<file path="src/rtl/dff_pipeline_pkg.sv">
// Shared types and sizing helpers for the dff_pipeline elastic register pipeline.
// Optional synchronous flush is enabled by defining DFF_PIPELINE_FLUSH_EN.
package dff_pipeline_pkg;

  localparam int DEFAULT_WIDTH = 8;
  localparam int DEFAULT_DEPTH = 4;

  typedef struct packed {
    logic                     valid;
    logic [DEFAULT_WIDTH-1:0] data;
  } stageRec_t;

  // Occupancy must be able to represent every count from 0 up to and including DEPTH.
  function automatic int occWidth(input int depth);
    return $clog2(depth + 1);
  endfunction

endpackage

</file>
<file path="src/rtl/dff_pipeline_if.sv">
// Valid/ready handshake bundle for dff_pipeline: input side, output side and occupancy.
// The flush signal exists only when DFF_PIPELINE_FLUSH_EN is defined.
interface dff_pipeline_if
  import dff_pipeline_pkg::*;
#(
  parameter int WIDTH = DEFAULT_WIDTH,
  parameter int DEPTH = DEFAULT_DEPTH
);

  logic                        in_valid;
  logic                        in_ready;
  logic [WIDTH-1:0]            in_data;
  logic                        out_valid;
  logic                        out_ready;
  logic [WIDTH-1:0]            out_data;
  logic [occWidth(DEPTH)-1:0]  occupancy;
`ifdef DFF_PIPELINE_FLUSH_EN
  logic                        flush;
`endif

  modport master (
    output in_valid,
    output in_data,
    output out_ready,
`ifdef DFF_PIPELINE_FLUSH_EN
    output flush,
`endif
    input  in_ready,
    input  out_valid,
    input  out_data,
    input  occupancy
  );

  modport slave (
    input  in_valid,
    input  in_data,
    input  out_ready,
`ifdef DFF_PIPELINE_FLUSH_EN
    input  flush,
`endif
    output in_ready,
    output out_valid,
    output out_data,
    output occupancy
  );

endinterface

</file>
<file path="src/rtl/dff_pipeline_stage.sv">
// One elastic pipeline stage: a valid bit plus a WIDTH-bit data register with
// asynchronous active-low reset, a synchronous clear and a valid/ready handshake.
module dff_pipeline_stage
  import dff_pipeline_pkg::*;
#(
  parameter int WIDTH = DEFAULT_WIDTH
) (
  input  logic             clk,
  input  logic             rst_n,
  input  logic             clear_i,
  input  logic             valid_i,
  input  logic [WIDTH-1:0] data_i,
  input  logic             ready_i,
  output logic             ready_o,
  output logic             valid_o,
  output logic [WIDTH-1:0] data_o,
  output logic             validNext_o
);

  logic             valid_d;
  logic             valid_q;
  logic [WIDTH-1:0] data_d;
  logic [WIDTH-1:0] data_q;

  // An empty stage can always take a new item, which is what collapses bubbles.
  assign ready_o = !valid_q || ready_i;

  always_comb begin
    valid_d = valid_q;
    data_d  = data_q;
    if (clear_i) begin
      valid_d = 1'b0;
    end else if (ready_o) begin
      valid_d = valid_i;
      if (valid_i) begin
        data_d = data_i;
      end
    end
  end

  always_ff @(posedge clk or negedge rst_n) begin
    if (!rst_n) begin
      valid_q <= 1'b0;
      data_q  <= '0;
    end else begin
      valid_q <= valid_d;
      data_q  <= data_d;
    end
  end

  assign valid_o     = valid_q;
  assign data_o      = data_q;
  assign validNext_o = valid_d;

endmodule

</file>
<file path="src/rtl/dff_pipeline.sv">
// Top of the elastic register pipeline: DEPTH chained stages with a registered occupancy count.
// Define DFF_PIPELINE_FLUSH_EN to add the synchronous flush input on the interface.
module dff_pipeline
  import dff_pipeline_pkg::*;
#(
  parameter int WIDTH = DEFAULT_WIDTH,
  parameter int DEPTH = DEFAULT_DEPTH
) (
  input  logic               clk,
  input  logic               rst_n,
  dff_pipeline_if.slave      bus
);

  localparam int OCC_W = occWidth(DEPTH);

  logic [DEPTH:0]   stageReady;
  logic [DEPTH-1:0] stageValid;
  logic [DEPTH-1:0] validNext;
  logic [WIDTH-1:0] stageData [DEPTH];
  logic             flushNow;
  logic [OCC_W-1:0] occ_d;
  logic [OCC_W-1:0] occ_q;

`ifdef DFF_PIPELINE_FLUSH_EN
  assign flushNow = bus.flush;
`else
  assign flushNow = 1'b0;
`endif

  assign stageReady[DEPTH] = bus.out_ready;

  for (genvar g = 0; g < DEPTH; g++) begin : gStage
    logic             vIn;
    logic [WIDTH-1:0] dIn;

    if (g == 0) begin : gHead
      assign vIn = bus.in_valid;
      assign dIn = bus.in_data;
    end else begin : gBody
      assign vIn = stageValid[g-1];
      assign dIn = stageData[g-1];
    end

    dff_pipeline_stage #(
      .WIDTH(WIDTH)
    ) uStage (
      .clk         (clk),
      .rst_n       (rst_n),
      .clear_i     (flushNow),
      .valid_i     (vIn),
      .data_i      (dIn),
      .ready_i     (stageReady[g+1]),
      .ready_o     (stageReady[g]),
      .valid_o     (stageValid[g]),
      .data_o      (stageData[g]),
      .validNext_o (validNext[g])
    );
  end

  // Count the post-edge valid bits so the registered total lines up with the stages.
  always_comb begin
    occ_d = '0;
    for (int i = 0; i < DEPTH; i++) begin
      occ_d = occ_d + OCC_W'(validNext[i]);
    end
  end

  always_ff @(posedge clk or negedge rst_n) begin
    if (!rst_n) begin
      occ_q <= '0;
    end else begin
      occ_q <= occ_d;
    end
  end

  assign bus.in_ready  = stageReady[0] && !flushNow;
  assign bus.out_valid = stageValid[DEPTH-1];
  assign bus.out_data  = stageData[DEPTH-1];
  assign bus.occupancy = occ_q;

endmodule
</file>
<file path="src/flat_wrapper.sv">
// flat-port wrapper written by rule: the top's interface ports become plain ports
module dff_pipeline_flat import dff_pipeline_pkg::*;
#(
  parameter int WIDTH = DEFAULT_WIDTH,
  parameter int DEPTH = DEFAULT_DEPTH
)
  (clk, rst_n, bus_in_valid, bus_in_data, bus_out_ready, bus_in_ready, bus_out_valid, bus_out_data, bus_occupancy);
  dff_pipeline_if #(.WIDTH(WIDTH), .DEPTH(DEPTH)) bus_i ();
  input  logic clk;
  input  logic rst_n;
  input wire logic [$bits(bus_i.in_valid)-1:0] bus_in_valid;
  input wire logic [$bits(bus_i.in_data)-1:0] bus_in_data;
  input wire logic [$bits(bus_i.out_ready)-1:0] bus_out_ready;
  output wire logic [$bits(bus_i.in_ready)-1:0] bus_in_ready;
  output wire logic [$bits(bus_i.out_valid)-1:0] bus_out_valid;
  output wire logic [$bits(bus_i.out_data)-1:0] bus_out_data;
  output wire logic [$bits(bus_i.occupancy)-1:0] bus_occupancy;
  assign bus_i.in_valid = bus_in_valid;
  assign bus_i.in_data = bus_in_data;
  assign bus_i.out_ready = bus_out_ready;
  assign bus_in_ready = bus_i.in_ready;
  assign bus_out_valid = bus_i.out_valid;
  assign bus_out_data = bus_i.out_data;
  assign bus_occupancy = bus_i.occupancy;
  dff_pipeline #(.WIDTH(WIDTH), .DEPTH(DEPTH)) u_core (.clk(clk), .rst_n(rst_n), .bus(bus_i));
endmodule
</file>
<file path="config.mk">
export PLATFORM = sky130hd
export DESIGN_NAME = dff_pipeline_flat
export DESIGN_NICKNAME = d
export VERILOG_FILES = /design/src/rtl/dff_pipeline_pkg.sv /design/src/rtl/dff_pipeline_if.sv /design/src/rtl/dff_pipeline_stage.sv /design/src/rtl/dff_pipeline.sv /design/src/flat_wrapper.sv
export SDC_FILE = /design/constraint.sdc
export NUM_CORES = 1
export LEC_CHECK = 0
export ABC_AREA = 1
export CELL_PAD_IN_SITES_DETAIL_PLACEMENT = 2
export CELL_PAD_IN_SITES_GLOBAL_PLACEMENT = 2
export CORE_MARGIN = 1.5
export CORE_UTILIZATION = 34
export CTS_BUF_LIST = sky130_fd_sc_hd__clkbuf_8
export DETAILED_ROUTE_END_ITERATION = 8
export PLACE_DENSITY = 0.76
export SETUP_SLACK_MARGIN = 0.15
export SYNTH_ARGS = -nofsm -noshare
export SYNTH_HDL_FRONTEND = slang
export SYNTH_SLANG_ARGS = --single-unit
</file>
<file path="constraint.sdc">
create_clock -name clk -period 2.2 [get_ports clk]
set_input_delay 0.33 -clock clk [delete_from_list [all_inputs] [get_ports clk]]
set_output_delay 0.33 -clock clk [all_outputs]
set_load 0.03 [all_outputs]
</file>
# --- Word level (Yosys, flattened, before mapping) ---
# Index checks and enable logic that the tools add are counted.
word_totals:
  out_inout_bits: 13
  regBits: 39
classes:
  reduce_logical: 12
  addsub: 3
  muxes: 4
ops:
  columns: ["operator", "n"]
  rows:
  - ["AND reduction 2 bit", 4]
  - ["adder 3 x 1 -> 3 bit", 2]
  - ["zero test 1 bit", 4]
  - ["logical OR 1 bit", 4]
  - ["two-way mux 1 bit", 4]
  - ["adder 1 x 1 -> 2 bit", 1]

# --- Depth between registers and ports, before layout ---
depth:
  ltp_word: 9
  ltp_mapped: 8
  ltp_nobuf: 8

# --- By module ---
# From an unflattened synthesis, not the netlist that was laid out.
hier_totals:
  hier_cells: 172
  hier_area_um2: 1639.1
by_module_without_submodules:
  columns: ["module", "cells_per_inst", "area_each_um2", "n_inst"]
  rows:
  - ["dff_pipeline_stage", 40, 374.1, 4]
  - ["dff_pipeline", 12, 142.6, 1]

# --- Worst setup path before layout ---
# No wires, ideal clock.
synth_timing:
  path_kind: "flip-flop to flip-flop"
  start: "register u_core.gStage[3].uStage.valid_q"
  end: "register u_core.occ_q[1], in the netlist u_core.bus.occupancy[1]"
  t_required_ps: 2074
  path_stages_with_launch: 9
  slack_ps: -44
  arrival_ps: 2118
  setup_ps: 126
  cell_sequence: "dfrtp_1 inv_1 nor2_4 nand3_2 nand2_2 nand2_1 ha_1 fa_1 ha_1"
synth_rtl:
  columns: ["element", "line_no", "source"]
  rows:
  - ["from (decl)", "dff_pipeline_stage.sv:21", "logic valid_q;"]
  - ["from (signal assigned)", "dff_pipeline_stage.sv:46", "valid_q <= valid_d;"]
  - ["zero test 1 bit", "dff_pipeline_stage.sv:26", "assign ready_o = !valid_q || ready_i;"]
  - ["logical OR 1 bit (3 in a row)", "dff_pipeline_stage.sv:26", null]
  - ["two-way mux 1 bit", "dff_pipeline_stage.sv:33", "end else if (ready_o) begin"]
  - ["via u_core.gStage[1].uStage.validNext_o", "dff_pipeline_stage.sv:17", "output logic validNext_o"]
  - ["adder 1 x 1 -> 2 bit", "dff_pipeline.sv:64", "occ_d = occ_d + OCC_W'(validNext[i]);"]
  - ["adder 3 x 1 -> 3 bit (2 in a row)", "dff_pipeline.sv:64", null]
  - ["via u_core.occ_d[1]", "dff_pipeline.sv:21", "logic [OCC_W-1:0] occ_d;"]
  - ["to (signal assigned)", "dff_pipeline.sv:70", "occ_q <= '0;"]
  - ["to (signal assigned)", "dff_pipeline.sv:72", "occ_q <= occ_d;"]
  - ["to (decl)", "dff_pipeline.sv:22", "logic [OCC_W-1:0] occ_q;"]
# The timed path passes the listed nets, and every way through them passes these cells.
# A chain may end at the register's enable or synchronous reset.

# --- Worst setup path after layout ---
# Ends and elaborated chain as after synthesis.

==> results.env <==
STATUS='finished, final reports clean'
DRT_ITER0_DRC=42
POSTSYNTHNETCOUNT=165
GRT_ANTENNA_BEFORE_REPAIR=0
GRT.OVERFLOW.TOTAL=0
GRT_START_MAX_NET_PINS=40
FINAL.FILL_COUNT=473
GPL.FINAL_WEIGHTED_CONGESTION=0.6847
SYNTH_TOP_CELLS_BY_AREA='dfrtp_1 (64%), nand2_1 (11%), nand3_1 (5.3%), inv_1 (2.7%), a21oi_1 (2.6%)'
CTS-BUFFERS-INSERTED=5
ANTENNA_CELLS_INSERTED=0
WORSTMARGINPINSLEW_PS=840.7
HPWL_UM=2410
WORST_SETUP_PATH_START_KIND='flip-flop'
REPORT.FINAL.SETUP_VIOL=0
FINAL_CELL_MIX='nand2_1 (43), dfrtp_1 (37), clkdlybuf4s50_1 (21), nand3_1 (16), inv_1 (12)'
DESIGN.FINAL.NETS=198
CTS-HTREE-LEVELS=2
REPORT.FINAL.HOLD_VIOL_COUNT=0
REG2REG_PATH_DEPTH=8
MAX-SLEW-MARGIN-REL_PCT=43.95
COUNT_OF_INPUT_AND_OUTPUT_BUFFERS=24
MULTI_INPUT_AREA_UM2=484.2
NETLIST.TOP_CELL.BY_AREA='dfrtp_1'
DIE_H_UM=69.73
CLKSINKCOUNT=39
YOSYSTOPAREACELLSHARE_PCT=64.46
NUM_IO_PINS=25
FINALMAXSLEWVIOLATIONS=0
DRT_PRE_ANTENNA_ITERS=2
FLOORPLAN.DIE_AREA_UM2=4862
FINALCOREUTILIZATION_PCT=44.85
KIND_OF_END_POINT_OF_THE_CRITICAL_PATH='flip-flop'
POWERDENSITY_nW_PER_UM2=1235
SYNTH.CELL_AREA_UM2=1514
REGAREA_UM2=978.4
GRT_FIRST_PASS_WIRELENGTH_UM=6085
CTS.HOLD.BUFFERS_ADDED=0
P_LEAK_nW=0.9648
MAX_CAP_VIOLS=0
TIMING.CLOCK.SKEW_PS=4.054
DETAIL_ROUTE.VIAS_PER_CELL=4.742
MIN_PERIOD_PS=1892
DRTANTENNAVIOLNETS=0
WORST_SETUP_HOLD_PATH_CLK_SLEW_PS=70
SEQUENTIAL_SHARE_OF_THE_SYNTHESIZED_AREA_PCT=64.46
ROUTED-VIA-COUNT=1119
HOLD_CLASS='in2async'
LAYOUT-AREA-OVERHEAD-VS-SYNTH_PCT=28.10
YS_FF_LATCH=39
DRC_VIOLATIONS=0
SYNTH_WARNINGS=0
POSTLAYOUTSETUPSLACKWORST_PS=308.0
TIMING.FMAX_MHz=528.5
FIRST_GLOBAL_VIAS=1298
CP_DATA_ARRIVAL_TIME_PS=2060
ROUTE.DETAILED.WL_PER_INST_UM=13.88
FINAL_LAYOUT_SIZE_SUFFIX_GT1_SHARE_PCT=14.13
CRITICAL_PATH_REQUIRED_PS=2370
REPORT.POWER.TOTAL_mW=2.395
FINAL_MIN_PERIOD_OVER_CLOCK_PERIOD_PCT=86.00
PATH_CLASS='reg2reg'
WIRELENGTH_UM=3276
GRT_UTIL_ALL_LAYERS_PCT=16.08
SYN-INSTANCE-COUNT=150
CTS_TREE='built'
LARGEST_FANOUT_OF_ANY_NET_ON_THE_CRITICAL_PATH=4
CTS-ROOT-TO-SINK-BUFFERS=2
POST_SYNTH.CELL_AREA_AVG_UM2=10.09
DP_SLACK_PS=-137.2
VDD_DROP_MAX_mV=0.4066
GRT_SETUP_UNREPAIRED='false'
WORST_SKEW_PAIR.LATE_LATENCY_PS=290
TOTALNEGATIVESETUPSLACK_PS=0
PLACEMENT_ROWS=24
FLOORPLAN.DIE.WIDTH_UM=69.73
FLOORPLAN.INITIALDENSITY_PCT=35.01
NETLIST-CELL-TYPE-COUNT=19
CORE_AREA_UM2=4324
CLK_ROOT_BUFFER_CELL='clkbuf_8'
MOST_COMMON_LIBRARY_CELL_IN_THE_LAYOUT_IGNORING_FILL_AND_TAPS='nand2_1'
## sequential cells by signal (all words and copies together) (netlist names)
name and cells:
u_core.bus.occupancy 3, u_core.gStage.uStage.data_o 32, u_core.gStage.uStage.valid_o 4
## synthesized netlist by cell type, drive strengths merged
cell	count
o21ai	9
clkbuf	1
a21oi	8
dfrtp	39
nand2	47
fa	1
ha	2
inv	11
nand3	17
or2	1
buf	4
nand4	1
nor2	9
## final timing paths
check / startpoint / end / slack [ps]
worst max-delay path: u_core.gStage[3].uStage.valid_o$_DFF_PN0_ / u_core.bus.occupancy[1]$_DFF_PN0_ / 310
worst min-delay path: rst_n / u_core.gStage[3].uStage.data_o[1]$_DFFE_PN0P_ / 150
worst max register to register: u_core.gStage[3].uStage.valid_o$_DFF_PN0_ / u_core.bus.occupancy[1]$_DFF_PN0_ / 310
worst min register to register: u_core.gStage[1].uStage.data_o[6]$_DFFE_PN0P_ / u_core.gStage[1].uStage.data_o[6]$_DFFE_PN0P_ / 480
max in group asynchronous: rst_n / u_core.gStage[0].uStage.valid_o$_DFF_PN0_ / 1470
min in group clk: u_core.gStage[1].uStage.data_o[6]$_DFFE_PN0P_ / u_core.gStage[1].uStage.data_o[6]$_DFFE_PN0P_ / 480
## where the power goes
part	switching, mW	total [mW]	leakage (nW)	internal, mW
Combinational	0.516	0.856	0.449	0.340
Sequential	0.131	1.10	0.466	0.964
Clock	0.231	0.444	0.0505	0.213
## area by class of cell
type	instances	area share (%)
clock buffers	5	3.548
clock inverters	3	0.6452
inverters	11	2.129
multi-input cells	95	24.97
flip-flops and latches	39	50.45
well taps	52	3.355
repair buffers	31	14.90
## layer usage
metal  share of wire (%)  global-route usage [%]  routed length (um)
met5                   0                       0                   0
met2                  55                   28.85                1812
met1                  40                   17.77                1311
met3                 3.5                   5.233                 114
met4                 1.2                   5.769                  38
## per-stage QoR
step | hold WS, ps | cell area [um^2] | std cells
6_report | 146.1 | 1939 | 236
5_1_grt | 195.9 | 1939 | 236
3_3_place_gp | 459.4 | 1848 | 227
2_1_floorplan | 34.41 | 1539 | 150
4_1_cts | 180.2 | 1928 | 235
3_5_place_dp | 470.4 | 1848 | 227
## critical path: stages (launching register included)
cell,delay [ps]
dfrtp_2,370
inv_2,50
nor2_4,150
nand3_4,110
nand2_4,90
nand2_1,70
ha_1,310
fa_2,360
ha_1,270
## repair_timing
item,4_1_cts,5_1_grt
resized for setup,1,2
setup endpoints to repair,1,2
pin swaps,0,1
setup buffers,0,1
## logic make-up (layout without fill, tap and decap cells)
kind of cell | count (synthesis) | in the layout | share of synthesized area, %
fa+ha+maj | 3 | 3 | 2.975
buf+inv | 16 | 50 | 4.710
compound gates | 17 | 17 | 5.868
simple gates | 75 | 75 | 21.98
flops | 39 | 39 | 64.46
Power figures use the tool's default switching activity.
